$ cat config.mk
export PLATFORM = sky130hd
export DESIGN_NAME = hit_uart_readout_flat
export DESIGN_NICKNAME = d
export VERILOG_FILES = /design/src/rtl/hit_uart_readout_if.sv /design/src/rtl/hit_uart_readout.sv /design/src/flat_wrapper.sv
export SDC_FILE = /design/constraint.sdc
export NUM_CORES = 1
export LEC_CHECK = 0
export ABC_AREA = 1
export CAP_MARGIN = 0
export CORE_UTILIZATION = 55
export CTS_CLUSTER_SIZE = 28
export DETAILED_ROUTE_END_ITERATION = 8
export DONT_BUFFER_PORTS = 1
export PLACE_DENSITY = 0.79
export RECOVER_POWER = 50
export SYNTH_ARGS = -nofsm -noshare
export SYNTH_HDL_FRONTEND = slang
export SYNTH_SLANG_ARGS = --single-unit
$ cat constraint.sdc
create_clock -name SYSCLK -period 6.55 [get_ports SYSCLK]
set_input_delay 0.655 -clock SYSCLK [delete_from_list [all_inputs] [get_ports SYSCLK]]
set_output_delay 0.655 -clock SYSCLK [all_outputs]
set_load 0.1 [all_outputs]
$ cat src/rtl/hit_uart_readout_if.sv
// hit_uart_readout_if: read-port bundle between the TDC hit FIFO and the UART readout.
interface hit_uart_readout_if;
    logic       fifo_data_available;
    logic       read_fifo;
    logic [7:0] fifo_dout;
    modport master (input fifo_data_available, input fifo_dout, output read_fifo);
    modport slave (output fifo_data_available, output fifo_dout, input read_fifo);
endinterface

$ cat src/rtl/hit_uart_readout.sv
// hit_uart_readout: pops 8-bit TDC hit words from a non-FWFT FIFO and sends each as 8N1 UART on txd.
// Optional macro TDC_READOUT_SEQ_EN: every hit is preceded by a {4'hA, seq[3:0]} header byte.
module hit_uart_readout #(
    parameter int CLKS_PER_BIT = 868
) (
    input  logic               SYSCLK,
    input  logic               RESET_N,
    hit_uart_readout_if.master fifo,
    output logic               txd,
    output logic               busy,
    output logic [15:0]        hit_count
);
    localparam int BW = (CLKS_PER_BIT > 1) ? $clog2(CLKS_PER_BIT) : 1;
    localparam logic [BW-1:0] BAUD_LAST = BW'(CLKS_PER_BIT - 1);

    typedef enum logic [2:0] {IDLE, POP, LATCH, START, DATA, STOP} state_t;

    state_t        state, state_nxt;
    logic [BW-1:0] baud;
    logic [2:0]    bit_idx;
    logic [7:0]    data_q;
    logic [7:0]    tx_byte;
    logic          bit_done;
    logic          last_byte;
    logic          hit_done;

`ifdef TDC_READOUT_SEQ_EN
    logic [3:0] seq;
    logic       hdr;
    assign tx_byte   = hdr ? {4'hA, seq} : data_q;
    assign last_byte = ~hdr;
`else
    assign tx_byte   = data_q;
    assign last_byte = 1'b1;
`endif

    assign bit_done = (baud == BAUD_LAST);
    assign hit_done = (state == STOP) && bit_done && last_byte;

    // State register; reset forces IDLE so txd returns high at once.
    always_ff @(posedge SYSCLK or negedge RESET_N) begin
        if (!RESET_N)
            state <= IDLE;
        else
            state <= state_nxt;
    end

    // Next state and the state-decoded outputs (pop strobe, line level, busy).
    always_comb begin
        state_nxt      = state;
        fifo.read_fifo = 1'b0;
        txd            = 1'b1;
        busy           = 1'b1;
        case (state)
            IDLE: begin
                busy      = 1'b0;
                state_nxt = fifo.fifo_data_available ? POP : IDLE;
            end
            POP: begin
                fifo.read_fifo = 1'b1;
                state_nxt      = LATCH;
            end
            LATCH: state_nxt = START;
            START: begin
                txd       = 1'b0;
                state_nxt = bit_done ? DATA : START;
            end
            DATA: begin
                txd       = tx_byte[bit_idx];
                state_nxt = (bit_done && bit_idx == 3'd7) ? STOP : DATA;
            end
            STOP: state_nxt = bit_done ? (last_byte ? IDLE : START) : STOP;
            default: state_nxt = IDLE;
        endcase
    end

    // Baud/bit counters, word capture and delivered-hit counter.
    always_ff @(posedge SYSCLK or negedge RESET_N) begin
        if (!RESET_N) begin
            baud      <= '0;
            bit_idx   <= '0;
            data_q    <= '0;
            hit_count <= '0;
        end else begin
            baud      <= (state inside {START, DATA, STOP} && !bit_done) ? baud + BW'(1) : '0;
            bit_idx   <= (state == DATA && bit_done) ? bit_idx + 3'd1 : bit_idx;
            data_q    <= (state == LATCH) ? fifo.fifo_dout : data_q;
            hit_count <= hit_count + {15'd0, hit_done};
        end
    end

`ifdef TDC_READOUT_SEQ_EN
    // Header-phase flag (set on latch, cleared after the header stop bit) and per-hit sequence number.
    always_ff @(posedge SYSCLK or negedge RESET_N) begin
        if (!RESET_N) begin
            seq <= '0;
            hdr <= 1'b0;
        end else begin
            hdr <= (state == LATCH) ? 1'b1 : (state == STOP && bit_done) ? 1'b0 : hdr;
            seq <= hit_done ? seq + 4'd1 : seq;
        end
    end
`endif
endmodule

$ cat src/flat_wrapper.sv
// flat-port wrapper written by rule: the top's interface ports become plain ports
module hit_uart_readout_flat 
#(
    parameter int CLKS_PER_BIT = 868
)
  (SYSCLK, RESET_N, txd, busy, hit_count, fifo_fifo_data_available, fifo_fifo_dout, fifo_read_fifo);
  hit_uart_readout_if fifo_i ();
  input  logic SYSCLK;
  input  logic RESET_N;
  output logic txd;
  output logic busy;
  output logic [15:0] hit_count;
  input wire logic [$bits(fifo_i.fifo_data_available)-1:0] fifo_fifo_data_available;
  input wire logic [$bits(fifo_i.fifo_dout)-1:0] fifo_fifo_dout;
  output wire logic [$bits(fifo_i.read_fifo)-1:0] fifo_read_fifo;
  assign fifo_i.fifo_data_available = fifo_fifo_data_available;
  assign fifo_i.fifo_dout = fifo_fifo_dout;
  assign fifo_read_fifo = fifo_i.read_fifo;
  hit_uart_readout #(.CLKS_PER_BIT(CLKS_PER_BIT)) u_core (.SYSCLK(SYSCLK), .RESET_N(RESET_N), .fifo(fifo_i), .txd(txd), .busy(busy), .hit_count(hit_count));
endmodule
; After elaboration in Yosys (flattened, before gate mapping)
; Index checks and enable logic that the tools add are counted.
[op_classes]
shifts = 0
n_addsub = 3
reduce_logical = 7
bitwise_logic = 0
n_mux = 11
div_mod_pow = 0
multipliers = 0
n_eq_ne = 7
order_cmp = 1
[op_table]
columns = op, n
row1 = $pmux 3 s6, 1
row2 = $add 16x1->16, 1
row3 = $add 10x1->10 const B, 1
row4 = $eq 10x10->1 const B, 1
row5 = $mux 10, 1
row6 = $eq 3x3->1 const B, 3
row7 = $eq 3x2->1 const B, 2
row8 = $mux 3, 2
row9 = $mux 1, 5
row10 = $logic_and 1x1->1, 4
row11 = $lt 3x4->1 const B, 1
row12 = $add 3x1->3 const B, 1
row13 = $bmux 1 s3, 1
row14 = $eq 3x1->1 const B, 1
row15 = $logic_not 3->1, 1
row16 = $reduce_bool 3->1, 1
row17 = $pmux 1 s2, 1
row18 = $logic_not 1->1, 1
[totals]
reg_bits = 40
latch_bits = 0
elab_cells = 34
ram_bits = 0
in_bits = 11
mem_count = 0
mem_bits_ro = 0

; Logic depth before layout (Yosys ltp)
; Gate-level depths: netlist of the first run.
[logic_depth]
ltp_word = 4
ltp_mapped = 12

; Worst setup path before layout of the first run
; No wires, ideal clock.
[synth_timing]
path_kind = flip-flop to output port
start = register u_core.state[1]
end = output fifo_read_fifo
setup_slack_ns = 4.089
required_time_ns = 5.895
arrival_ns = 1.806
n_path_buf = 0
path_stages_with_launch = 4
cell_sequence = dfrtp_1 -> inv_1 -> nand2_1 -> nor2_1
[synth_between]
elab_chain_cells = 2
[synth_rtl]
columns = element, line
row1 = from (decl), hit_uart_readout.sv:18  ; state_t state, state_nxt;
row2 = from (signal assigned), hit_uart_readout.sv:45  ; state <= state_nxt;
row3 = $eq 3x1->1, hit_uart_readout.sv:54  ; case (state)
row4 = $mux 1, hit_uart_readout.sv:54
row5 = to (decl), flat_wrapper.sv:15  ; output wire logic [$bits(fifo_i.read_fifo)-1:0] fifo_read_fifo;
; No other way between the ends.

; Final worst setup path of the first run
[layout_timing]
start = register u_core.bit_idx[0]
end = output txd
[layout_between]
elab_chain_cells = 3
[layout_rtl]
columns = element, line
row1 = from (decl), hit_uart_readout.sv:20  ; logic [2:0] bit_idx;
row2 = from (signal assigned), hit_uart_readout.sv:86  ; bit_idx <= (state == DATA && bit_done) ? bit_idx + 3'd1 : bit_idx;
row3 = $bmux 1 s3, hit_uart_readout.sv:69  ; txd = tx_byte[bit_idx];
row4 = $mux 1 (not written as such), hit_uart_readout.sv:69
row5 = $pmux 1 s2, hit_uart_readout.sv:54
row6 = to (decl), flat_wrapper.sv:10  ; output logic txd;
; No other way between the ends. The select of a mux whose other input is x is not followed.

==> metrics.txt, run 1 <==
fmax 0.3927 GHz; Area Growth Syn to Fin 6.581%; crit path DAT 1890 ps; GRT overflow 0; vias in the first global route 1,408; Seq/Total Area, Yosys 48.75%; CTS tree yes; worst slew pin tran 1054 ps; area of the multi-input gates 917.1 um^2; nature of the critical path endpoint output pin; Yosys top cell area share 48.75%; top sig layer met4; post_cts resized 0; # port buffers 0; met3 wire length 199 um; Max-cap violations 0; Mapped Cells 241; CP Class flop to output pin; DPL Wire Length 2566 um; Residual DRC 0; metal2 WL 1590 um; reg2reg start u_core.baud[0]; Nets 263; post-route setup TNS 0 ps; GRT Util Overall 19.90%; CP max stage delay 670 ps; clk_lat worst skew 290 ps; Avg Cell Area, Syn 8.520 um^2; Initial DRT Pass Iterations 4; Final Max Tran Viols 0; Core ar. 0.003468 mm^2; Filler cells 313; I/O pin count 30; global-route wire length before repair 6009 um; Cell variety after synth 25; Core Rows 21; Post-synth ARST share 100.0%; area occupied by registers 0.001001 mm^2; pin count of the biggest net entering global routing 41; TritonCTS Sinks 40; WP data required 5890 ps; # setup viols final 0; htree depth 2; Worst Clk Skew 7.667 ps; RSZ-0062 raised after global routing no; Post-CTS Setup Inserts 0; Ys Warns 0; most numerous cell in the Yosys netlist nand2_1; Crit Path Max Fanout 10; fraction of layout cells with a size suffix above 1 10.93%; violation count after the first detailed-route iteration 81; root buffer cell clkbuf_8; ANT cells 0; Critical Path Source u_core.bit_idx[0]; die area 0.003982 mm^2; number of flops mapped to enable cells by yosys 0; dominant cell type by area after synthesis dfrtp_1; fin crit share 38.88%; CP delay by family, top simple AND/OR/NAND/NOR gates; antenna-violating nets left 0; slew margin rel. 29.73%; CTS buffer count 5; commonest register cell after synthesis dfrtp_1; Final GP Congestion 0.8589; met1 wire length 1596 um; hold crit path type input pin to async pin; initial antenna violation count 0; min cycle time layout 2547 ps; # hold bufs at CTS 0; synth cell count leaders nand2_1, dfrtp_1, nor2_1, inv_1, nand3_1; Tot Pwr 420.4 uW; leak pwr 0.001068 uW; maximum buffer depth of the clock tree 2; #FFs+latches synth 40; Buf/Inv on CP 0; vias per cell 5.239; final hold vios 0; status complete, no violations; Worst-path clk slew 80 ps; synthesized netlist net count 258; Startpoint Class flop; Die Y 63.10 um; Die W 63.10 um; DR vias 1,535; ranking of synthesized cells by area dfrtp_1, nand2_1, nor2_1; initial core utilization 59.20%; Mapped Area 0.002053 mm^2; DR WL/cell 11.84 um; power per cell area 192.1 mW/mm^2; Routed WL 3469 um; Worst path slowest cell nand2_1; CP Cell Sequence nor2_1 -> nor2_1 -> nand2_1 -> nand3_1 -> nand3_1 -> nand2_1; Worst IR Drop VDD 0.1276 mV
-- worst register-to-register path: stages, from the launching register on --
cell and delay (ps):
dfrtp_1 380, ha_1 220, nand2_1 80, nor2_2 120, nand3_4 130, nor3_1 270
ha_1 210, ha_1 170, inv_1 80, nor2_4 160, nand3_2 110, nor2_1 180
xor2_1 160
-- through the flow --
stage	instance area (um^2)	std cells	setup slack [ps]	util [%]	hold slack [ps]
global route	2188	293	3837	63.10	26.03
finish	2188	293	4003	63.10	50.36
detailed placement	2101	285	4173	60.57	360.8
CTS	2193	293	3988	63.24	36.09
global placement	2101	285	4312	60.57	360.8
floorplan	2053	241	4089	-	359.4
-- power by group --
group          internal, uW  switching, uW  total, uW  leakage, uW
Sequential              249          0.904        250     0.000507
Clock                  83.9           82.1        166    0.0000510
Combinational          1.97           2.23       4.20     0.000510
Total                   335           85.2        420      0.00107
-- routing by layer --
| metal | track usage [%] | vias up |
|---|---|---|
| met5 | 0 | - |
| met4 | 9.593 | 0 |
| met3 | 7.790 | 9 |
| met2 | 29.97 | 42 |
| met1 | 24.88 | 716 |
| li1 | - | 768 |
-- layout by cell type (no fill, tap or decap), drive strengths merged --
cell type and count:
and3 1, nor3 10, mux2 3, clkinv 2
ha 6, o21ai 9, clkbuf 6, nand2 48
nand4 5, nand3 17, a21oi 8, nor2 45
xnor2 1, inv 32, dfrtp 40, xor2 13
nand3b 1
-- registers in the layout (all words and copies together) (netlist names) --
register	cells
u_core.hit_count	16
u_core.bit_idx	3
u_core.state	3
u_core.baud	10
u_core.data_q	8
-- final timing paths --
| kind | to | slack, ps | cells after the start |
|---|---|---|---|
| worst max-delay path | txd | 4000 | 6 |
| worst min-delay path | u_core.hit_count[8] | 50 | 0 |
| worst max register to register | u_core.hit_count[14] | 4180 | 12 |
| worst min register to register | u_core.baud[0] | 490 | 1 |
| max in group asynchronous | u_core.baud[6] | 6400 | 0 |
| min in group SYSCLK | u_core.baud[0] | 490 | 1 |
-- kinds of logic (layout without fill, tap and decap cells) --
family	count (synthesis)	after routing	synth area share [%]
adder cells (fa/ha/maj)	6	6	3.656
multiplexers	3	3	1.645
AO/OA/AOI/OAI	17	17	4.693
XOR/XNOR	14	14	5.972
flip-flops	40	40	48.75
AND/OR/NAND/NOR	127	127	28.82
buffers and inverters	34	40	6.459
-- cell type report --
cell class                 count  share of cell area [%]
sequential                    40                   45.74
tap                           46                   2.630
clock inverter                 2                  0.4574
clock buffer                   6                   3.774
inverter                      32                   5.489
multi-input combinational    167                   41.91
Note: power is estimated with default switching activity, not from simulation.
==> run 2, diff against run 1 <==
- clock period: 6.55 -> 2.5 ns (I/O delays scaled with it)
==> metrics.txt, run 2 (same netlist as run 1, synthesis figures left out) <==
status complete, but fails checks (was complete, no violations); failing checks capacitance limit, slew limit; violation count after the first detailed-route iteration 65 (was 81); hold crit path type input pin to flop (was input pin to async pin); Die W 63.10 um (unchanged); Residual DRC 0 (unchanged); fin crit share 87.70%; vias in the first global route 1,627 (was 1,408); Final Max Tran Viols 41 (was 0); fmax 0.4561 GHz; post-route setup TNS 0 ps (unchanged); initial antenna violation count 0 (unchanged); fraction of layout cells with a size suffix above 1 15.67% (was 10.93%); reg2reg start u_core.baud[0] (unchanged); htree depth 2 (unchanged); Routed WL 3895 um (was 3469 um); Hold Path Origin fifo_fifo_dout[6]; Buf/Inv on CP 1 (was 0); die area 0.003982 mm^2 (unchanged); CTS buffer count 5 (unchanged); max reg flops 16 (unchanged); Worst IR Drop VDD 0.3791 mV (was 0.1276 mV); # port buffers 0 (unchanged); GRT overflow 0 (unchanged); TritonCTS Sinks 40 (unchanged); DR vias 1,622 (was 1,535); CTS tree yes (unchanged); Worst Reg2Reg Path Length in Cells 12 (unchanged); Core ar. 0.003468 mm^2 (unchanged); Worst Clk Skew 10.83 ps (was 7.667 ps); min cycle time layout 2192 ps; initial core utilization 59.20% (unchanged); hold endpoint u_core.data_q[6]; Core Rows 21 (unchanged); power per cell area 510.3 mW/mm^2 (was 192.1 mW/mm^2); biggest regs u_core.hit_count: 16 flops, u_core.baud: 10 flops, u_core.data_q: 8 flops (unchanged); most common cell after layout, fill and taps aside nand2_1 (unchanged); WP data required 2730 ps (was 5890 ps); Die Y 63.10 um (unchanged); Crit Path Max Fanout 7 (was 10); CP delay by family, top simple AND/OR/NAND/NOR gates (unchanged); worst slew pin tran 1722 ps (was 1054 ps); Final GP Congestion 0.8774 (was 0.8589); DR WL/cell 12.40 um (was 11.84 um); CP Class flop to flop (was flop to output pin); pin count of the biggest net entering global routing 41 (unchanged); R2R Setup Slk 310 ps (was 4180 ps); GRT Util Overall 21.50% (was 19.90%); nature of the critical path endpoint flop (was output pin); I/O pin count 30 (unchanged); ANT cells 0 (unchanged); final hold slack 103.1 ps (was 50.36 ps); slew margin rel. -14.98% (was 29.73%); Initial DRT Pass Iterations 4 (unchanged); vias per cell 5.166 (was 5.239); CP max stage delay 390 ps (was 670 ps); Area Growth Syn to Fin 14.87% (was 6.581%); reg2reg end u_core.hit_count[14] (unchanged); Worst path slowest cell dfrtp_1 (was nand2_1); hold path cells 1; leak pwr 0.001169 uW (was 0.001068 uW); Worst path most repeated cell ha_1; Nets 284 (was 263); commonest non-fill, non-tap cells in the layout nand2_1, dfrtp_1, nor2_1 (unchanged); maximum buffer depth of the clock tree 2 (unchanged); Worst-path clk slew 80 ps (about the same); antenna-violating nets left 0 (unchanged); final hold vios 0 (unchanged); # setup viols final 0 (unchanged); root buffer cell clkbuf_8 (unchanged); DPL Wire Length 2826 um (was 2566 um); RSZ-0062 raised after global routing no (unchanged); Startpoint Class flop (unchanged); crit path DAT 2420 ps (was 1890 ps); clk_lat worst skew 300 ps (was 290 ps); global-route wire length before repair 6672 um (was 6009 um); Max-cap violations 1 (was 0); CP Cell Sequence ha_1 -> nand2_1 -> nor2_2 -> nand3_4 -> nor3_2 -> ha_1 -> ha_1 -> inv_1 -> nor2_4 -> nand3_2 -> nor2_1 -> xor2_1 (was nor2_1 -> nor2_1 -> nand2_1 -> nand3_1 -> nand3_1 -> nand2_1); top register by number of flip-flops u_core.hit_count (unchanged); Post-CTS Setup Inserts 0 (unchanged)
==> run 2: what timing repair did <==
item,in CTS,in global routing
hold endpoints to repair,40,0
hold buffers,2,0
gates resized for setup,0,1
endpoints found under the setup margin,0,1
==> run 2: worst reg2reg max path, stage by stage (launching register included) <==
cell and delay [ps]:
dfrtp_1 390, ha_1 220, nand2_1 80, nor2_2 120
nand3_4 140, nor3_2 180, ha_1 180, ha_1 170
inv_1 70, nor2_4 160, nand3_2 110, nor2_1 150
xor2_1 160
==> run 2: routing by layer <==
layer	vias up	global-route usage (%)	wire length (um)
met5	-	0	0
met2	36	38.44	1889
li1	816	-	-
met4	0	9.593	73
met3	8	5.797	214
met1	762	23.54	1718
==> run 2: stage by stage <==
stage                     total power, uW  instance area [um^2]  instances  utilization [%]  setup slack, ps
after detailed placement            679.3                  2243        304            64.68            181.6
after CTS                            1223                  2385        314            68.76            166.0
final                                1204                  2359        314            68.00            307.5
after floorplan                     676.9                  2053        241                -            356.8
after global placement              678.4                  2243        304            64.68            315.6
after global routing                 1242                  2359        314            68.00            86.66
==> run 2: area by class of cell <==
type	count	area (um^2)
well taps	46	57.56
repair buffers	21	146.4
clock inverters	3	42.54
inverters	32	120.1
clock buffers	5	68.82
fillers	303	1110
flip-flops and latches	40	1001
multi-input cells	167	922.1
==> run 2: where the power goes <==
part           switching [uW]  leakage, uW  total, uW  internal, uW
clock                     227    0.0000541        523           295
sequential               2.45     0.000507        656           653
combinational            18.1     0.000609       25.5          7.46
total                     248      0.00117       1200           956
==> run 2: worst max path at each step <==
stage	endpoint	slack, ps	cells after the start	from
floorplan	u_core.hit_count[14]	360	12	u_core.baud[0]
global placement	u_core.hit_count[14]	320	12	u_core.baud[0]
detailed placement	u_core.hit_count[14]	180	12	u_core.baud[0]
CTS	u_core.hit_count[14]	170	12	u_core.baud[0]
global route	u_core.hit_count[14]	90	12	u_core.baud[0]
finish	u_core.hit_count[14]	310	12	u_core.baud[0]
